===== src/rtl/row_max_subtract_pkg.sv =====
// Shared types and defaults for the softmax row-max subtract stage.
package softmax_pkg;
  localparam int D_W_DEF     = 32;
  localparam int ROW_LEN_DEF = 128;
  localparam int IDX_W       = $clog2(ROW_LEN_DEF);

  typedef enum logic {FILL, DRAIN} state_t;

  typedef logic signed [D_W_DEF-1:0] score_t;
  typedef logic signed [D_W_DEF:0]   norm_t;
endpackage


===== src/rtl/row_max_subtract_if.sv =====
// Score-in / normalized-out stream bundle; master is the environment, slave the stage.
interface row_max_subtract_if
  import softmax_pkg::*;
#(
  parameter int D_W = D_W_DEF
);
  logic           s_valid;
  logic           s_ready;
  logic [D_W-1:0] s_data;
  logic           s_last;
  logic           m_valid;
  logic           m_ready;
  logic [D_W:0]   m_data;
  logic           m_last;
  logic [D_W-1:0] row_max;
  logic           len_err;

  modport master (
    output s_valid, s_data, s_last, m_ready,
    input  s_ready, m_valid, m_data, m_last, row_max, len_err
  );

  modport slave (
    input  s_valid, s_data, s_last, m_ready,
    output s_ready, m_valid, m_data, m_last, row_max, len_err
  );
endinterface


===== src/rtl/row_max_subtract_max.sv =====
// Running signed maximum; initialize loads the sample instead of comparing.
module max
  import softmax_pkg::*;
#(
  parameter int D_W = D_W_DEF
) (
  input  logic                  clk,
  input  logic                  rst,
  input  logic                  i_en,
  input  logic                  i_init,
  input  logic                  i_vld,
  input  logic signed [D_W-1:0] i_dat,
  output logic signed [D_W-1:0] o_max
);
  logic signed [D_W-1:0] r_max;

  always_ff @(posedge clk) begin
    if (rst) begin
      r_max <= '0;
    end else if (i_en && i_vld) begin
      if (i_init || (i_dat > r_max)) begin
        r_max <= i_dat;
      end
    end
  end

  assign o_max = r_max;
endmodule


===== src/rtl/row_max_subtract.sv =====
// Buffers one row of signed scores, then replays it as x - row_max (always <= 0).
// Rows never overlap: input is refused for the whole drain.
module row_max_subtract
  import softmax_pkg::*;
#(
  parameter int D_W     = D_W_DEF,
  parameter int ROW_LEN = ROW_LEN_DEF
) (
  input  logic               clk,
  input  logic               rst,
  row_max_subtract_if.slave  io
);
  localparam int IW = $clog2(ROW_LEN);
  localparam int CW = IW + 1;

  state_t                r_state;
  logic [CW-1:0]         r_wr_cnt;
  logic [CW-1:0]         r_rd_cnt;
  logic [CW-1:0]         r_len;
  logic                  r_len_err;
  logic signed [D_W-1:0] r_buf [ROW_LEN];

  logic                  w_s_hs;
  logic                  w_m_hs;
  logic                  w_full;
  logic                  w_row_end;
  logic                  w_rd_last;
  logic signed [D_W-1:0] w_rd_dat;
  logic signed [D_W-1:0] w_max;
  logic signed [D_W:0]   w_diff;

  assign w_s_hs    = io.s_valid && (r_state == FILL);
  assign w_m_hs    = (r_state == DRAIN) && io.m_ready;
  assign w_full    = (r_wr_cnt == CW'(ROW_LEN - 1));
  assign w_row_end = w_s_hs && (io.s_last || w_full);
  assign w_rd_last = (r_rd_cnt == (r_len - CW'(1)));

  always_ff @(posedge clk) begin
    if (w_s_hs) begin
      r_buf[r_wr_cnt[IW-1:0]] <= io.s_data;
    end
  end

  assign w_rd_dat = r_buf[r_rd_cnt[IW-1:0]];

  max #(.D_W(D_W)) u_max (
    .clk    (clk),
    .rst    (rst),
    .i_en   (r_state == FILL),
    .i_init (r_wr_cnt == '0),
    .i_vld  (w_s_hs),
    .i_dat  (io.s_data),
    .o_max  (w_max)
  );

  // One extra bit of headroom so the full score range never wraps.
  assign w_diff = {w_rd_dat[D_W-1], w_rd_dat} - {w_max[D_W-1], w_max};

  always_ff @(posedge clk) begin
    if (rst) begin
      r_state   <= FILL;
      r_wr_cnt  <= '0;
      r_rd_cnt  <= '0;
      r_len     <= '0;
      r_len_err <= 1'b0;
    end else begin
      r_len_err <= w_s_hs && w_full && !io.s_last;
      case (r_state)
        FILL: begin
          if (w_s_hs) begin
            r_wr_cnt <= r_wr_cnt + CW'(1);
            if (w_row_end) begin
              r_len    <= r_wr_cnt + CW'(1);
              r_rd_cnt <= '0;
              r_state  <= DRAIN;
            end
          end
        end
        DRAIN: begin
          if (w_m_hs) begin
            r_rd_cnt <= r_rd_cnt + CW'(1);
            if (w_rd_last) begin
              r_wr_cnt <= '0;
              r_state  <= FILL;
            end
          end
        end
        default: r_state <= FILL;
      endcase
    end
  end

  assign io.s_ready = (r_state == FILL);
  assign io.m_valid = (r_state == DRAIN);
  assign io.m_data  = (r_state == DRAIN) ? w_diff : '0;
  assign io.m_last  = (r_state == DRAIN) && w_rd_last;
  assign io.row_max = w_max;
  assign io.len_err = r_len_err;
endmodule

===== src/flat_wrapper.sv =====
// flat-port wrapper written by rule: the top's interface ports become plain ports
module row_max_subtract_flat import softmax_pkg::*;
#(
  parameter int D_W     = D_W_DEF,
  parameter int ROW_LEN = ROW_LEN_DEF
)
  (clk, rst, io_s_valid, io_s_data, io_s_last, io_m_ready, io_s_ready, io_m_valid, io_m_data, io_m_last, io_row_max, io_len_err);
  row_max_subtract_if #(.D_W(D_W)) io_i ();
  input  logic clk;
  input  logic rst;
  input wire logic [$bits(io_i.s_valid)-1:0] io_s_valid;
  input wire logic [$bits(io_i.s_data)-1:0] io_s_data;
  input wire logic [$bits(io_i.s_last)-1:0] io_s_last;
  input wire logic [$bits(io_i.m_ready)-1:0] io_m_ready;
  output wire logic [$bits(io_i.s_ready)-1:0] io_s_ready;
  output wire logic [$bits(io_i.m_valid)-1:0] io_m_valid;
  output wire logic [$bits(io_i.m_data)-1:0] io_m_data;
  output wire logic [$bits(io_i.m_last)-1:0] io_m_last;
  output wire logic [$bits(io_i.row_max)-1:0] io_row_max;
  output wire logic [$bits(io_i.len_err)-1:0] io_len_err;
  assign io_i.s_valid = io_s_valid;
  assign io_i.s_data = io_s_data;
  assign io_i.s_last = io_s_last;
  assign io_i.m_ready = io_m_ready;
  assign io_s_ready = io_i.s_ready;
  assign io_m_valid = io_i.m_valid;
  assign io_m_data = io_i.m_data;
  assign io_m_last = io_i.m_last;
  assign io_row_max = io_i.row_max;
  assign io_len_err = io_i.len_err;
  row_max_subtract #(.D_W(D_W), .ROW_LEN(ROW_LEN)) u_core (.clk(clk), .rst(rst), .io(io_i));
endmodule

===== config.mk =====
export PLATFORM = sky130hd
export DESIGN_NAME = row_max_subtract_flat
export DESIGN_NICKNAME = d
export VERILOG_FILES = /design/src/rtl/row_max_subtract_pkg.sv /design/src/rtl/row_max_subtract_if.sv /design/src/rtl/row_max_subtract_max.sv /design/src/rtl/row_max_subtract.sv /design/src/flat_wrapper.sv
export SDC_FILE = /design/constraint.sdc
export NUM_CORES = 2
export LEC_CHECK = 0
export BUFFER_PORTS_ARGS = -buffer_cell sky130_fd_sc_hd__buf_4
export CORE_UTILIZATION = 50
export CTS_BUF_LIST = sky130_fd_sc_hd__clkbuf_16
export CTS_CLUSTER_DIAMETER = 80
export DETAILED_ROUTE_END_ITERATION = 10
export PLACE_DENSITY = 0.65
export SLEW_MARGIN = 40
export SYNTH_ARGS = -nofsm -noshare
export SYNTH_HDL_FRONTEND = slang
export SYNTH_SLANG_ARGS = --single-unit

===== constraint.sdc =====
create_clock -name clk -period 18.22 [get_ports clk]
set_clock_uncertainty 0.1 [all_clocks]
set_input_delay 2.733 -clock clk [delete_from_list [all_inputs] [get_ports clk]]
set_output_delay 2.733 -clock clk [all_outputs]
set_load 0.03 [all_outputs]

-- Word level (Yosys, flattened, before mapping)
Memory sizes are Yosys's and may differ from the RTL's. A register that Yosys moved wholly into a read port is not among the register bits.
Cells that the tools add are included.
- add/subtract/negate cells: 4
- $lt $le $gt $ge: 1
- eq/ne operators: 6
- mux-type cells: 18
- bitwise gates (word level): 1
- reduce and logical (&&, ||, !) cells: 15
- operator list (operator ; count):
    8-bit 2-to-1 mux ; 6
    33-bit 2-to-1 mux ; 1
    32-bit by 32-bit subtractor with 33-bit output ; 1
    32-bit > comparator ; 1
    8-bit case mux with 2 select lines ; 2
    8-bit by 1-bit adder with 8-bit output, second input constant ; 2
    7-bit 2-to-1 mux ; 2
    3-bit AND reduction ; 3
    8-bit by 7-bit equality test with 1-bit output, second input constant ; 1
    8-bit equality test ; 1
    8-bit logical NOT ; 1
    8-bit by 1-bit subtractor with 8-bit output, second input constant ; 1
    1-bit logical AND ; 7
    1-bit 2-to-1 mux ; 6
    2-bit by 1-bit inequality test with 1-bit output, second input constant ; 2
    2-bit inequality test, second input constant ; 2
    1-bit logical OR ; 2
    1-bit case mux with 2 select lines ; 1
    2-bit AND reduction ; 1
    1-bit logical NOT ; 1
    1-bit NOT ; 1
- register bits: 58
- bits in writable memories: 4096
- input bits: 37
- output and inout port bits: 69
- logic and storage cells: 52
- memories: 1
- memories (memory ; depth ; width ; read ports ; clocked after memory_dff ; wr ports ; RTL line ; RTL):
    u_core.r_buf ; 128 ; 32 ; 1 ; 1 ; 1 ; row_max_subtract.sv:21 ; logic signed [D_W-1:0] r_buf [ROW_LEN];

-- Depth between registers and ports, before layout
- word-level depth: 8
- gate-level depth with buffers: 19

-- Hierarchy
A second synthesis with hierarchy kept.
- cells, all modules: 7217
- area total of the unflattened synthesis: 162091.7 um^2
- modules (own cells, without submodules) (module ; instances ; cells an instance ; area each (um^2) ; seq. area each (um^2)):
    row_max_subtract ; 1 ; 6955 ; 159802.0 ; 123658.6
    max ; 1 ; 262 ; 2289.7 ; 640.6

-- Least setup slack after synthesis
Ideal clock, no wire load.
- kind: register to output
- start: register with a tool-made name
- end: output port io_m_data[25]
- arrival: 5.994 ns
- data required time: 15.387 ns
- setup slack: 9.393 ns
- stages on the path, launching flop included: 16
- path through: dfxtp_1 -> buf_2 -> buf_2 -> buf_1 -> mux4_2 -> mux4_2 -> mux4_2 -> mux2_2 -> ha_1 -> clkbuf_1 -> a21o_1 -> a21o_1 -> a21o_1 -> a2111oi_0 -> a211oi_1 -> a2111oi_0
- RTL lines (item ; RTL line ; RTL):
    end, declared ; flat_wrapper.sv:17 ; output wire logic [$bits(io_i.m_data)-1:0] io_m_data;

==> metrics.cfg <==
[outcome]
outcome=finished clean

[finish]
highest_count_cells_in_the_layout_ignoring_fill_and_taps=sky130_fd_sc_hd__edfxtp_1 (4096), sky130_fd_sc_hd__mux4_2 (1344), sky130_fd_sc_hd__clkbuf_16 (413)
final_util_pct=57.1
drive_above_1_share_pct=33.8
area_used_by_multi_input_combinational_logic_um2=35900
final_nets=7137
seq_area_um2=124000
fillerInstances=22700
area_delta_synth_final_pct=13.4
layout_commonest_cell=sky130_fd_sc_hd__edfxtp_1

[critical_path]
cpLargestDelayFamily=multiplexers
crit_path_cell_trace=buf_12 -> buf_12 -> buf_16 -> buf_6 -> mux4_2 -> mux4_2 -> mux4_2 -> mux2_2 -> ha_1 -> nand4_1 -> a211oi_1 -> o21bai_1 -> a211o_1 -> a211oi_1 -> o2111ai_1 -> a21o_1 -> a21oi_1 -> buf_4
largest_stage_delay_on_the_critical_path_ns=0.66
critical_path.max_fanout=58
r2r-start=u_core.u_max.o_max[27]$_SDFFE_PP0P_
cp_slowest_cell=sky130_fd_sc_hd__buf_6
worst_r2r_path_depth=10
timing.reg2reg.setup_slack_ns=13.86
startpoint_type_of_the_worst_setup_path=flip-flop
crit_buf_inv=5
critPathRequiredTime_ns=15.39
worstSetupEndpointType=output pin
timing.setup.critical_path_class=reg -> out
crit-reg2reg-capture=u_core.u_max.o_max[21]$_SDFFE_PP0P_
critical_path_arrival_ns=8.37
crit_top_cell=sky130_fd_sc_hd__mux4_2

[cts]
postCtsResizedCells=0
cts_sinks=4161
clk_pin_slew_worst_paths_ns=0.06
insertion_delay_ns=0.94
cts-buffers-inserted=410
cts_root_buf=sky130_fd_sc_hd__clkbuf_16
cts_tree=yes
cts_setup_buffers=0
htreeDepth=5
cts_hold_buf=0
cts-root-to-sink-buffers=4

[hold_path]
min_delay_worst_endpoint=u_core.r_len[1]$_SDFFE_PP0P_
min_from=u_core.r_len[1]$_SDFFE_PP0P_
hold_path_class=reg -> reg
timing.hold.worst_path_depth=2

[die]
i_o_pin_count=106
design.die.area_um2=324000
die_height_um=569
placementRows=207
floorplan.die.width_um=569
floorplan.initialDensity_pct=50.4
core_area_um2=319000

[grt]
first_pass_grt_wire_length_um=592000
first_global_vias=75500
grt_max_degree=113
globalRouteOverflowTotal=0
track_usage_pct=26.4
antenna_found_initial=49

[power_and_ir_drop]
seq_power_share_pct=53.5
power.density_nw_per_um2=108
switching_power_mw=4.16
internal-power_mw=15.6
clock_power_share_pct=42.2
netSwitchingFraction_pct=21.1
irDropWorstVdd_uv=82.9
combinationalPowerShare_pct=4.3
power.static_leakage_nw=54.8

[synthesis]
yosys-top-cells-area=sky130_fd_sc_hd__edfxtp_1 (76%), sky130_fd_sc_hd__mux4_2 (19%), sky130_fd_sc_hd__dfxtp_1 (0.81%)
synth_cell_type_count=57
synth_flop_cell=sky130_fd_sc_hd__edfxtp_1
async_reset_ff_share_pct=0
synth.cell_area_um2=161000
yosysSeqAreaShare_pct=77.3
post_synth_inst_count=6602
synthDominantAreaCellType=sky130_fd_sc_hd__edfxtp_1
synth_fp_nets=6708
synth_top_cell_area_share_pct=76.5
synth_area_per_cell_um2=24.4
number_of_synthesized_flops_with_an_enable_pin=4096
synth_warnings=0
postSynthRegisterBits=4161

[drt]
avgViaCountPerCell=6.45
vias=75400
antenna_violating_nets_post_route=0
first_pass_iters=6
detail_route.wl_per_cell_um=36.4
remaining_drc_errors=0
totalWireLength_um=426000
initialDrtViolationCount=10200

[job]
max_cap_viols=0

[timing]
hold_violations=0
fmaxAchievable_ghz=0.0892
rsz_0062_raised_after_global_routing=false
totalNegativeSetupSlack_ns=0
max_slew_margin_pct=41.7
setup_viol=0
worst_pin_slew_ns=0.875
period_share_pct=61.5
timing_max_transition_violations_final=0
period_minus_slack_ns=11.21

[place]
io_buffers=105
detailedPlacementHpwl_um=234000
gp_congestion=0.957

worst reg2reg max path, delay by kind of cell (launching register included):
family,cells,cell delay (ns)
buffers and inverters,2,0.91
and+or+nand+nor,3,0.90
AOI/OAI and AO/OA,2,0.74
DFF,1,0.63
muxes,2,0.49
adders and majority gates,1,0.42
state kept, by name (all words and copies together), names as in the netlist, named ones only:
name / flops
u_core.io.len_err: 1
u_core.r_len: 8
u_core.r_rd_cnt: 8
u_core.io.m_valid: 1
u_core.r_wr_cnt: 8
u_core.r_buf: 4096
u_core.u_max.o_max: 32
power groups by stage:
stage / Sequential, mW / Clock (mW) / Combinational (mW)
2_1_floorplan: 10.8 / 0 / 0.414
3_3_place_gp: 10.8 / 0 / 0.812
3_5_place_dp: 10.8 / 0 / 0.831
4_1_cts: 10.6 / 8.43 / 0.833
5_1_grt: 10.5 / 8.79 / 0.882
6_report: 10.6 / 8.33 / 0.841
layer usage:
| metal | GRT usage (%) | up-vias | share of wire [%] |
|---|---|---|---|
| met5 | 0 | - | 0.0096 |
| met4 | 9.60 | 6 | 4.0 |
| met3 | 5.26 | 616 | 9.7 |
| met2 | 40.8 | 3883 | 47 |
| met1 | 37.7 | 41400 | 39 |
| li1 | - | 29500 | - |
cell families after synthesis:
kind of cell             after synthesis  share of synthesized area (%)
flip-flops                          4161                           77.3
multiplexers                        1411                           19.3
buffers and inverters                385                           1.00
AND/OR/NAND/NOR                      384                           1.07
AO/OA/AOI/OAI                        149                          0.607
adder cells (fa/ha/maj)               69                          0.541
XOR/XNOR                              43                          0.234
how the worst max path moves through the flow:
| stage | startpoint | endpoint | slack (ns) | cells after the start |
|---|---|---|---|---|
| 2_1_floorplan | flip-flop | io_m_data[25] | 9.39 | 15 |
| 3_3_place_gp | flip-flop | io_m_data[25] | 7.38 | 17 |
| 3_5_place_dp | flip-flop | io_m_data[31] | 7.94 | 18 |
| 4_1_cts | flip-flop | io_m_data[31] | 6.91 | 18 |
| 5_1_grt | flip-flop | io_m_data[27] | 6.55 | 18 |
| 6_report | flip-flop | io_m_data[31] | 7.01 | 18 |
cell usage after synthesis, types with 3 or more instances:
| cell | number |
|---|---|
| sky130_fd_sc_hd__a211o_1 | 4 |
| sky130_fd_sc_hd__a211oi_1 | 13 |
| sky130_fd_sc_hd__a21o_1 | 23 |
| sky130_fd_sc_hd__a21oi_1 | 48 |
| sky130_fd_sc_hd__a311oi_1 | 5 |
| sky130_fd_sc_hd__and2_1 | 5 |
| sky130_fd_sc_hd__and3_1 | 6 |
| sky130_fd_sc_hd__and4_1 | 4 |
| sky130_fd_sc_hd__buf_1 | 39 |
| sky130_fd_sc_hd__buf_2 | 95 |
| sky130_fd_sc_hd__buf_4 | 8 |
| sky130_fd_sc_hd__clkbuf_1 | 197 |
| sky130_fd_sc_hd__dfxtp_1 | 65 |
| sky130_fd_sc_hd__edfxtp_1 | 4096 |
| sky130_fd_sc_hd__ha_1 | 68 |
| sky130_fd_sc_hd__inv_1 | 43 |
| sky130_fd_sc_hd__mux2_2 | 32 |
| sky130_fd_sc_hd__mux2i_1 | 35 |
| sky130_fd_sc_hd__mux4_2 | 1344 |
| sky130_fd_sc_hd__nand2_1 | 40 |
| sky130_fd_sc_hd__nand2b_1 | 9 |
| sky130_fd_sc_hd__nand3_1 | 26 |
| sky130_fd_sc_hd__nand4_1 | 16 |
| sky130_fd_sc_hd__nor2_1 | 223 |
| sky130_fd_sc_hd__nor2b_1 | 7 |
| sky130_fd_sc_hd__nor3_1 | 23 |
| sky130_fd_sc_hd__nor3b_1 | 5 |
| sky130_fd_sc_hd__nor4_1 | 4 |
| sky130_fd_sc_hd__o211ai_1 | 6 |
| sky130_fd_sc_hd__o21a_1 | 6 |
| sky130_fd_sc_hd__o21ai_0 | 21 |
| sky130_fd_sc_hd__o21bai_1 | 3 |
| sky130_fd_sc_hd__or2_2 | 4 |
| sky130_fd_sc_hd__or3_1 | 6 |
| sky130_fd_sc_hd__xnor2_1 | 24 |
| sky130_fd_sc_hd__xor2_1 | 19 |
stage by stage:
step                      hold slack (ns)  cells  power, mW  cell area [um^2]  setup slack [ns]
after global routing                0.430  11700       20.2            182000              6.55
final                               0.394  11700       19.7            182000              7.01
after detailed placement            0.389  10900       11.6            169000              7.94
after floorplan                     0.359   6602       11.2            161000              9.39
after global placement              0.383  10900       11.6            168000              7.38
after CTS                           0.397  11700       19.8            182000              6.91
layout make-up:
class	instances	area share (%)
repair buffers	358	1.73
diodes	48	0.0659
flip-flops and latches	4161	68.2
well taps	4284	2.94
clock buffers	413	5.67
inverters	44	0.0906
multi-input cells	2056	19.7
clock inverters	341	1.61
No activity file was read; power rests on OpenSTA's default activity.
